<file path="src/rtl/btn_event_ctrl.sv">
// Multi-button front end: per-button sync, debounce and press/long/repeat
// classification on a shared tick, drained through a round-robin valid/ready event slot.
module btn_event_ctrl #(
  parameter int N_BTN        = 4,
  parameter int TICK_DIV     = 100000,
  parameter int DB_TICKS     = 20,
  parameter int LONG_TICKS   = 1000,
  parameter int REPEAT_TICKS = 200,
  parameter int CNT_W        = 10,
  localparam int IDW = (N_BTN > 1) ? $clog2(N_BTN) : 1,
  localparam int PW  = (TICK_DIV > 1) ? $clog2(TICK_DIV) : 1
) (
  input  logic             iClk,
  input  logic             iRst_n,
  input  logic [N_BTN-1:0] iBtn,
  input  logic             iEvt_ready,
  input  logic             iOvf_clr,
  output logic             oEvt_valid,
  output logic [IDW-1:0]   oEvt_id,
  output logic [1:0]       oEvt_type,
  output logic [N_BTN-1:0] oLevel,
  output logic             oOvf
);

  typedef enum logic [2:0] {
    ST_IDLE = 3'd0,
    ST_DB_P = 3'd1,
    ST_HELD = 3'd2,
    ST_LONG = 3'd3,
    ST_DB_R = 3'd4
  } st_t;

  // Pending-bit index equals the event type code: 0 PRESS, 1 RELEASE, 2 LONG, 3 REPEAT
  localparam logic [1:0] T_PRESS   = 2'b00;
  localparam logic [1:0] T_RELEASE = 2'b01;
  localparam logic [1:0] T_LONG    = 2'b10;
  localparam logic [1:0] T_REPEAT  = 2'b11;

  logic [PW-1:0]          presc_r;
  logic                   tick_s;
  logic [N_BTN-1:0]       sync1_r;
  logic [N_BTN-1:0]       sync2_r;
  logic [N_BTN-1:0][3:0]  raise_s;
  logic [N_BTN-1:0][3:0]  pend_r;
  logic [N_BTN-1:0][3:0]  clr_mask_s;
  logic                   ovf_set_s;
  logic                   load_s;
  logic                   found_s;
  logic [IDW-1:0]         win_id_s;
  logic [1:0]             win_type_s;
  logic [IDW-1:0]         ptr_r;
  logic                   evt_valid_r;
  logic [IDW-1:0]         evt_id_r;
  logic [1:0]             evt_type_r;
  logic                   ovf_r;

  assign tick_s = (presc_r == PW'(TICK_DIV - 1));

  // Shared tick prescaler
  always_ff @(posedge iClk or negedge iRst_n) begin
    if (!iRst_n) begin
      presc_r <= '0;
    end else if (tick_s) begin
      presc_r <= '0;
    end else begin
      presc_r <= presc_r + PW'(1);
    end
  end

  // Two-flop synchronisers for the asynchronous button inputs
  always_ff @(posedge iClk or negedge iRst_n) begin
    if (!iRst_n) begin
      sync1_r <= '0;
      sync2_r <= '0;
    end else begin
      sync1_r <= iBtn;
      sync2_r <= sync1_r;
    end
  end

  for (genvar g = 0; g < N_BTN; g++) begin : g_btn
    st_t              st_r;
    logic             ret_long_r;
    logic [CNT_W-1:0] tcnt_r;
    logic             lvl_r;
    logic             s_s;
    logic             db_hit_s;
    logic             long_hit_s;
    logic             rep_hit_s;

    assign s_s        = sync2_r[g];
    assign db_hit_s   = tick_s && (tcnt_r == CNT_W'(DB_TICKS - 1));
    assign long_hit_s = tick_s && (tcnt_r == CNT_W'(LONG_TICKS - 1));
    assign rep_hit_s  = tick_s && (tcnt_r == CNT_W'(REPEAT_TICKS - 1));

    // A level change always wins over a same-cycle tick, so raises require the level to hold
    assign raise_s[g] = {(st_r == ST_LONG) && s_s && rep_hit_s,
                         (st_r == ST_HELD) && s_s && long_hit_s,
                         (st_r == ST_DB_R) && !s_s && db_hit_s,
                         (st_r == ST_DB_P) && s_s && db_hit_s};
    assign oLevel[g] = lvl_r;

    // Per-button debounce and press classification FSM
    always_ff @(posedge iClk or negedge iRst_n) begin
      if (!iRst_n) begin
        st_r       <= ST_IDLE;
        ret_long_r <= 1'b0;
        tcnt_r     <= '0;
        lvl_r      <= 1'b0;
      end else begin
        case (st_r)
          ST_IDLE: begin
            if (s_s) begin
              st_r   <= ST_DB_P;
              tcnt_r <= '0;
            end
          end
          ST_DB_P: begin
            if (!s_s) begin
              st_r   <= ST_IDLE;
              tcnt_r <= '0;
            end else if (db_hit_s) begin
              st_r   <= ST_HELD;
              tcnt_r <= '0;
              lvl_r  <= 1'b1;
            end else if (tick_s) begin
              tcnt_r <= tcnt_r + CNT_W'(1);
            end
          end
          ST_HELD: begin
            if (!s_s) begin
              st_r       <= ST_DB_R;
              ret_long_r <= 1'b0;
              tcnt_r     <= '0;
            end else if (long_hit_s) begin
              st_r   <= ST_LONG;
              tcnt_r <= '0;
            end else if (tick_s) begin
              tcnt_r <= tcnt_r + CNT_W'(1);
            end
          end
          ST_LONG: begin
            if (!s_s) begin
              st_r       <= ST_DB_R;
              ret_long_r <= 1'b1;
              tcnt_r     <= '0;
            end else if (rep_hit_s) begin
              tcnt_r <= '0;
            end else if (tick_s) begin
              tcnt_r <= tcnt_r + CNT_W'(1);
            end
          end
          ST_DB_R: begin
            // A bounce back to pressed resumes the held state with its timing restarted
            if (s_s) begin
              st_r   <= ret_long_r ? ST_LONG : ST_HELD;
              tcnt_r <= '0;
            end else if (db_hit_s) begin
              st_r   <= ST_IDLE;
              tcnt_r <= '0;
              lvl_r  <= 1'b0;
            end else if (tick_s) begin
              tcnt_r <= tcnt_r + CNT_W'(1);
            end
          end
          default: begin
            st_r   <= ST_IDLE;
            tcnt_r <= '0;
          end
        endcase
      end
    end
  end

  assign load_s = !evt_valid_r || iEvt_ready;

  // Round-robin winner search starting after the last granted button
  always_comb begin
    logic [IDW-1:0] cand;
    cand       = '0;
    found_s    = 1'b0;
    win_id_s   = '0;
    win_type_s = T_PRESS;
    for (int k = 1; k <= N_BTN; k++) begin
      cand = IDW'((int'(ptr_r) + k) % N_BTN);
      if (!found_s && (pend_r[cand] != 4'b0000)) begin
        found_s  = 1'b1;
        win_id_s = cand;
      end else begin
        found_s = found_s;
      end
    end
    if (pend_r[win_id_s][T_PRESS]) begin
      win_type_s = T_PRESS;
    end else if (pend_r[win_id_s][T_LONG]) begin
      win_type_s = T_LONG;
    end else if (pend_r[win_id_s][T_REPEAT]) begin
      win_type_s = T_REPEAT;
    end else begin
      win_type_s = T_RELEASE;
    end
  end

  // Pending bit consumed by the output slot this cycle
  always_comb begin
    clr_mask_s = '0;
    if (load_s && found_s) begin
      clr_mask_s[win_id_s][win_type_s] = 1'b1;
    end else begin
      clr_mask_s = '0;
    end
  end

  assign ovf_set_s = |(raise_s & pend_r & ~clr_mask_s);

  // Pending bits: a new raise wins over a same-cycle clear
  always_ff @(posedge iClk or negedge iRst_n) begin
    if (!iRst_n) begin
      pend_r <= '0;
    end else begin
      pend_r <= (pend_r & ~clr_mask_s) | raise_s;
    end
  end

  // Output event slot and arbitration pointer
  always_ff @(posedge iClk or negedge iRst_n) begin
    if (!iRst_n) begin
      evt_valid_r <= 1'b0;
      evt_id_r    <= '0;
      evt_type_r  <= 2'b00;
      ptr_r       <= IDW'(N_BTN - 1);
    end else if (load_s) begin
      if (found_s) begin
        evt_valid_r <= 1'b1;
        evt_id_r    <= win_id_s;
        evt_type_r  <= win_type_s;
        ptr_r       <= win_id_s;
      end else begin
        evt_valid_r <= 1'b0;
      end
    end
  end

  // Sticky overflow flag; setting dominates clearing
  always_ff @(posedge iClk or negedge iRst_n) begin
    if (!iRst_n) begin
      ovf_r <= 1'b0;
    end else if (ovf_set_s) begin
      ovf_r <= 1'b1;
    end else if (iOvf_clr) begin
      ovf_r <= 1'b0;
    end
  end

  assign oEvt_valid = evt_valid_r;
  assign oEvt_id    = evt_id_r;
  assign oEvt_type  = evt_type_r;
  assign oOvf       = ovf_r;

endmodule

</file>
<file path="config.mk">
export PLATFORM = sky130hd
export DESIGN_NAME = btn_event_ctrl
export DESIGN_NICKNAME = d
export VERILOG_FILES = /design/src/rtl/btn_event_ctrl.sv
export SDC_FILE = /design/constraint.sdc
export NUM_CORES = 1
export LEC_CHECK = 0
export ABC_CLOCK_PERIOD_IN_PS = 2900
export CAP_MARGIN = 20
export CORE_ASPECT_RATIO = 0.7
export CORE_UTILIZATION = 35
export CTS_BUF_LIST = sky130_fd_sc_hd__clkbuf_8
export CTS_CLUSTER_DIAMETER = 60
export DETAILED_ROUTE_END_ITERATION = 10
export DONT_BUFFER_PORTS = 1
export PLACE_DENSITY_LB_ADDON = 0.05
export SETUP_SLACK_MARGIN = 0.4
export SYNTH_ARGS = -nofsm -noshare
export SYNTH_HDL_FRONTEND = slang
export SYNTH_SLANG_ARGS = --single-unit
</file>
<file path="constraint.sdc">
create_clock -name iClk -period 2.9 [get_ports iClk]
set_input_delay 0.58 -clock iClk [delete_from_list [all_inputs] [get_ports iClk]]
set_output_delay 0.58 -clock iClk [all_outputs]
set_load 0.02 [all_outputs]
</file>
# Word level (Yosys, flattened, before mapping)
# Cells that the tools add are included.
[op_classes]
addsub = 9
multipliers = 0
n_div = 0
magnitude_cmp = 8
eq_ne = 69
shift = 0
mux = 142
bitwise = 5
n_reduce_logical = 90
[ops]
columns = ["cell", "count"]
rows = [
  ["10-bit 2-to-1 mux", 36],
  ["10-bit case mux with 5 select lines", 4],
  ["3-bit 2-to-1 mux", 32],
  ["3-bit case mux with 5 select lines", 4],
  ["2-bit != test (second input constant)", 28],
  ["1-bit logical AND", 50],
  ["16-bit AND", 3],
  ["10-bit by 1-bit adder with 10-bit output (second input constant)", 4],
  ["4-bit binary-select mux with 2-bit select", 5],
  ["10-bit == test (second input constant)", 4],
  ["10-bit by 5-bit == test with 1-bit output (second input constant)", 4],
  ["10-bit by 8-bit == test with 1-bit output (second input constant)", 4],
  ["5-bit AND reduction", 8],
  ["1-bit 2-to-1 mux", 36],
  ["3-bit != test (second input constant)", 12],
  ["3-bit by 2-bit == test with 1-bit output (second input constant)", 8],
  ["4-bit 2-to-1 mux", 6],
  ["2-bit by 3-bit less-than comparator with 1-bit output (second input constant)", 6],
  ["2-bit nonzero test", 9],
  ["17-bit by 1-bit adder with 17-bit output (second input constant)", 1],
  ["17-bit == test (second input constant)", 1],
  ["17-bit 2-to-1 mux", 1],
  ["16-bit 2-to-1 mux", 1],
  ["16-bit NOT", 1],
  ["other kinds (17)", 55],
]
[totals]
register_bits = 109
latchBits = 0
ramBits = 0
mem_bits_ro = 0
in_bits = 8
output_inout_bits = 10
elab_cells = 351
mem_count = 0

# Logic depth before layout (Yosys ltp)
[depth]
depth_word = 30
depth_mapped = 11
ltp_nobuf = 9

# Least setup slack after synthesis
# OpenSTA, ideal clock, no wires.
[synth_timing]
path_kind = "flip-flop to flip-flop"
from = "register pend_r[4] (netlist name)"
to = "register ovf_r, in the netlist oOvf"
setup_time_ns = 0.131
t_arrival_ns = 2.684
required_ns = 2.769
path_slack_ns = 0.085
stages_incl_launch_ff = 11
path_buffers = 2
period_less_slack_ns = 2.815
cell_sequence = "dfrtp_1 -> or4_1 -> buf_2 -> a22o_1 -> or3_1 -> or3_1 -> buf_2 -> nand2_1 -> nand4b_1 -> a2111oi_2 -> nand2_1"
[synth_between]
elab_chain_cells = 29
elab_cells_between_ends = 49
classes_between = "order compare (4); mux (27); bitwise (3); reduce/logical (15)"
[synth_rtl]
columns = ["item", "line", "rtl"]
rows = [
  ["from (decl)", "44", "logic [N_BTN-1:0][3:0] pend_r;"],
  ["from (signal assigned)", "221", "pend_r <= (pend_r & ~clr_mask_s) | raise_s;"],
  ["4-bit binary-select mux with 2-bit select", "186", "if (!found_s && (pend_r[cand] != 4'b0000)) begin"],
  ["4-bit 2-to-1 mux (implied by the code)", "186", ""],
  ["4-bit nonzero test", "186", ""],
  ["1-bit 2-to-1 mux", "186", ""],
  ["1-bit zero test", "186", ""],
  ["1-bit logical AND", "186", ""],
  ["1-bit 2-to-1 mux", "186", ""],
  ["1-bit zero test", "186", ""],
  ["[13 not listed]", "n/a", ""],
  ["1-bit demux with 2-bit select", "208", "clr_mask_s[win_id_s][win_type_s] = 1'b1;"],
  ["4-bit 2-to-1 mux (implied by the code)", "208", ""],
  ["4-bit demux with 2-bit select", "208", ""],
  ["16-bit 2-to-1 mux", "207", "if (load_s && found_s) begin"],
  ["16-bit NOT", "214", "assign ovf_set_s = |(raise_s & pend_r & ~clr_mask_s);"],
  ["16-bit AND *", "214", ""],
  ["16-bit OR reduction *", "214", ""],
  ["1-bit 2-to-1 mux or 2-bit nonzero test (tied branches)", "n/a", ""],
  ["to (signal assigned)", "247", "ovf_r <= 1'b0;"],
  ["to (signal assigned)", "249", "ovf_r <= 1'b1;"],
  ["to (signal assigned)", "251", "ovf_r <= 1'b0;"],
  ["to (decl)", "55", "logic ovf_r;"],
]
# Mark *: on every way between the ends. The rest lies on a longest branch, timed or not. The select of a mux whose other input is x is not followed.
# A chain may end at the register's enable or synchronous reset.

# Worst setup path after layout
[layout_timing]
from = "register presc_r[14]"
to = "register g_btn[3].tcnt_r[0]"
[layout_between]
elab_chain_cells = 5
elab_cells_between_ends = 13
classes_between = "eq/ne (1); mux (9); reduce/logical (3)"
[layout_rtl]
columns = ["item", "line", "rtl"]
rows = [
  ["from (decl)", "39", "logic [PW-1:0] presc_r;"],
  ["from (signal assigned)", "66", "presc_r <= presc_r + PW'(1);"],
  ["17-bit == test *", "57", "assign tick_s = (presc_r == PW'(TICK_DIV - 1));"],
  ["10-bit 2-to-1 mux (tied with other cells)", "n/a", ""],
  ["10-bit 2-to-1 mux (on tied branches)", "122, 135, 147", ""],
  ["10-bit 2-to-1 mux (on tied branches)", "n/a", ""],
  ["10-bit case mux with 5 select lines *", "111", "case (st_r)"],
  ["to (signal assigned)", "127", "tcnt_r <= tcnt_r + CNT_W'(1);"],
  ["to (signal assigned)", "150", "tcnt_r <= tcnt_r + CNT_W'(1);"],
  ["to (signal assigned)", "163", "tcnt_r <= tcnt_r + CNT_W'(1);"],
  ["to (decl)", "84", "logic [CNT_W-1:0] tcnt_r;"],
]
# Mark *: on every way between the ends. The rest lies on a longest branch, timed or not.

==> flow_summary.ini <==
[cells_and_area]
fin_nets = 811
area.growth.synth_to_final_pct = 35.1
drive_above_1_share_pct = 32.3
final_cell_mix = dfrtp_1 (106), buf_4 (78), nand2_1 (74), nor2_1 (54), nand3_1 (42)
stdcell_count = 1034
final_common_cell = dfrtp_1
antenna_cells = 0
fillers = 1613

[die]
die_area_um2 = 18200
dieHeight_um = 113
num_io_pins = 18
coreArea_um2 = 17200
die_w_um = 161
rows = 40
start_util_pct = 36.0

[clock_tree]
clockRootBuffer = clkbuf_8
cts_sinks = 109
cts_buffers = 9
clock_path_buffers = 2
h-tree-depth = 3
cts_tree = done
clk_pin_slew_ns = 0.11
clkLatencyLatePin_ns = 0.41

[power_and_ir_drop]
ir_drop_mv = 0.500
p_switching_w = 0.00234
switching_share_pct = 38.8
pwr-share-clk_pct = 16.8
power_frac_comb_pct = 52.7
p_per_area_nw_per_um2 = 718
p_int_w = 0.00368
leakagePower_nw = 3.51
power.share.sequential_pct = 30.5

[logic_synthesis]
syn-num-nets = 716
ys_seq_area_share_pct = 44.1
synthCells = 703
yosysUniqueCellTypes = 70
synth_seq_cells = 109
synth_area_leaders = dfrtp_1 (43%), nand2_1 (4.7%), nor2_1 (4.3%)
netlist.area_leader.share_pct = 43.2
yosys_warnings = 0
syn_area_um2 = 6200
yosys.area.top_type = dfrtp_1
synth_edf_count = 0
ys.flop_type = dfrtp_1
postSynthAreaPerCell_um2 = 8.81
synth_async_sr_flop_share_pct = 100

[sta]
post-route-min-period_ns = 2.83
whs_ns = -0.136
maxSlewHeadroom_pct = 55.9
fmax_mhz = 354
finalCritPeriodShare_pct = 97.4
rsz0062_at_grt = true
final.setup.worst_slack_ns = 0.0743
hold_viol_final = 107
slew_violations = 0
final-setup-viol-count = 0
worst_slew_pin_slew_ns = 0.656
clock_skew_ns = 0.0137

[setup_path]
critPathMaxStageDelay_ns = 0.54
reg2regPathDepth = 11
startpoint_type = flop
cp_max_fo = 7
crit_type = reg2reg
critPathCaptureType = flop
crit_chain = or4b_4 -> or3_4 -> buf_8 -> nor4_4 -> a21boi_2 -> a211oi_4 -> buf_12 -> buf_12 -> nor2_4 -> o21ai_1 -> o31ai_1
cp_common_cell = buf_12
cp_slowest_cell = or4b_4
arrival_ns = 3.11
cp.required_ns = 3.18

[detailed_routing]
avgViaCountPerCell = 5.52
dr_total_vias = 5708
ant_nets = 0
firstDrtPassIters = 7
drc = 0
wl_mm = 17.5
drtIter0Drc = 397
wl_per_cell_um = 17.0

[grt]
grt_remaining_overflow = 0
grt_pass1_vias = 5322
track_usage_pct = 19.1
antenna_found_initial = 0
grt_first_pass_wirelength_mm = 27.6
grt_max_degree = 110

[worst_hold_path]
hold_path.class = in2async

[placed_design]
place_congestion = 0.869
dp_worst_setup_slack_ns = 0.00775
io_buffers = 0
dp_hpwl_mm = 11.5
dp_cells = 968

[run_status]
violations = negative hold slack
status = finished with violations

[run]
maxCapViolations = 0
-- power by group through the flow --
stage | combinational (W) | clock (W) | sequential [W]
detailed placement | 0.00193 | 0 | 0.00184
finish | 0.00317 | 0.00101 | 0.00183
global placement | 0.00194 | 0 | 0.00184
floorplan | 0.00121 | 0 | 0.00179
CTS | 0.00275 | 0.00107 | 0.00182
global route | 0.00336 | 0.00112 | 0.00186
-- flip-flops by register name (all words and copies together) (netlist names) --
register	count
g_btn.tcnt_r	40
presc_r	17
pend_r	16
g_btn.st_r	12
g_btn.lvl_r	4
g_btn.ret_long_r	4
sync1_r	4
sync2_r	4
oEvt_id	2
oEvt_type	2
ptr_r	2
oEvt_valid	1
oOvf	1
-- stage by stage --
| step | hold WS, ns | total power, W | TNS (ns) | area, µm² | util, % |
|---|---|---|---|---|---|
| after detailed placement | 0.291 | 0.00377 | 0 | 6940 | 40.3 |
| final | -0.136 | 0.00601 | 0 | 8370 | 48.6 |
| after global placement | 0.289 | 0.00378 | 0 | 6940 | 40.3 |
| after global routing | -0.184 | 0.00633 | -0.113 | 8370 | 48.6 |
| after floorplan | 0.284 | 0.00300 | 0 | 6250 | - |
| after CTS | -0.178 | 0.00564 | 0 | 7720 | 44.9 |
-- final timing paths --
kind                                           end  slack, ns         from
worst max-delay path            g_btn[3].tcnt_r[0]       0.07  presc_r[14]
worst min-delay path            g_btn[3].tcnt_r[6]      -0.14       iRst_n
worst max register to register  g_btn[3].tcnt_r[0]       0.07  presc_r[14]
worst min register to register          sync2_r[1]       0.36   sync1_r[1]
max in group asynchronous                 ptr_r[0]       2.82       iRst_n
min in group iClk                       sync1_r[2]       0.19      iBtn[2]
-- cells by family after synthesis --
kind of cell             share of synthesized area (%)
XOR/XNOR                                          2.12
AO/OA/AOI/OAI                                     19.6
buffers and inverters                             4.14
flip-flops                                        44.1
multiplexers                                      1.03
AND/OR/NAND/NOR                                   28.0
adder cells (fa/ha/maj)                           1.01
-- layout make-up --
class                           count  area, µm²  area share (%)
Sequential cell                   109       2730            32.6
Timing Repair Buffer              120       1180            14.1
Multi-Input combinational cell    539       3900            46.5
Inverter                           19       71.3           0.852
Tap cell                          231        289            3.45
Clock inverter                      7       81.3           0.971
Clock buffer                        9        124            1.48
-- Yosys cell counts (4+ instances only) --
library cell and n:
dfrtp_1 107, nand2_1 78, nor2_1 71, o21ai_0 51, nand3_1 45, a21oi_1 23, o31ai_1 22, clkbuf_1 21
inv_1 19, o21ai_1 18, and3_1 17, nor4_1 17, nor3_1 16, nand4_1 15, a31oi_1 12, nor2b_1 12
nand2b_1 11, xnor2_1 11, o41ai_1 9, or3_1 9, buf_2 7, o21a_1 7, and2_1 5, buf_4 5
ha_1 5, nand4b_1 5, or2_2 5, a22o_1 4, and4_1 4, or4_1 4, xor2_1 4
-- worst max-delay path, delay by kind of cell, from the launching register on --
family          cells  cell delay (ns)
flops               1             0.40
compound gates      4             0.64
simple gates        4             1.23
buf+inv             3             0.44
-- routing by layer --
| metal | share of wire, % | global-route usage, % |
|---|---|---|
| met3 | 3.7 | 4.55 |
| met4 | 0.69 | 3.84 |
| met5 | 0 | 0 |
| met2 | 45 | 29.1 |
| met1 | 50 | 27.7 |
-- timing repair --
action	4_1_cts	5_1_grt
endpoints found under the hold margin	107	107
cloned	1	2
setup endpoints to repair	51	61
setup buffers	30	17
pin swaps	29	44
resized for setup	78	109
No activity file was read; power rests on OpenSTA's default activity.
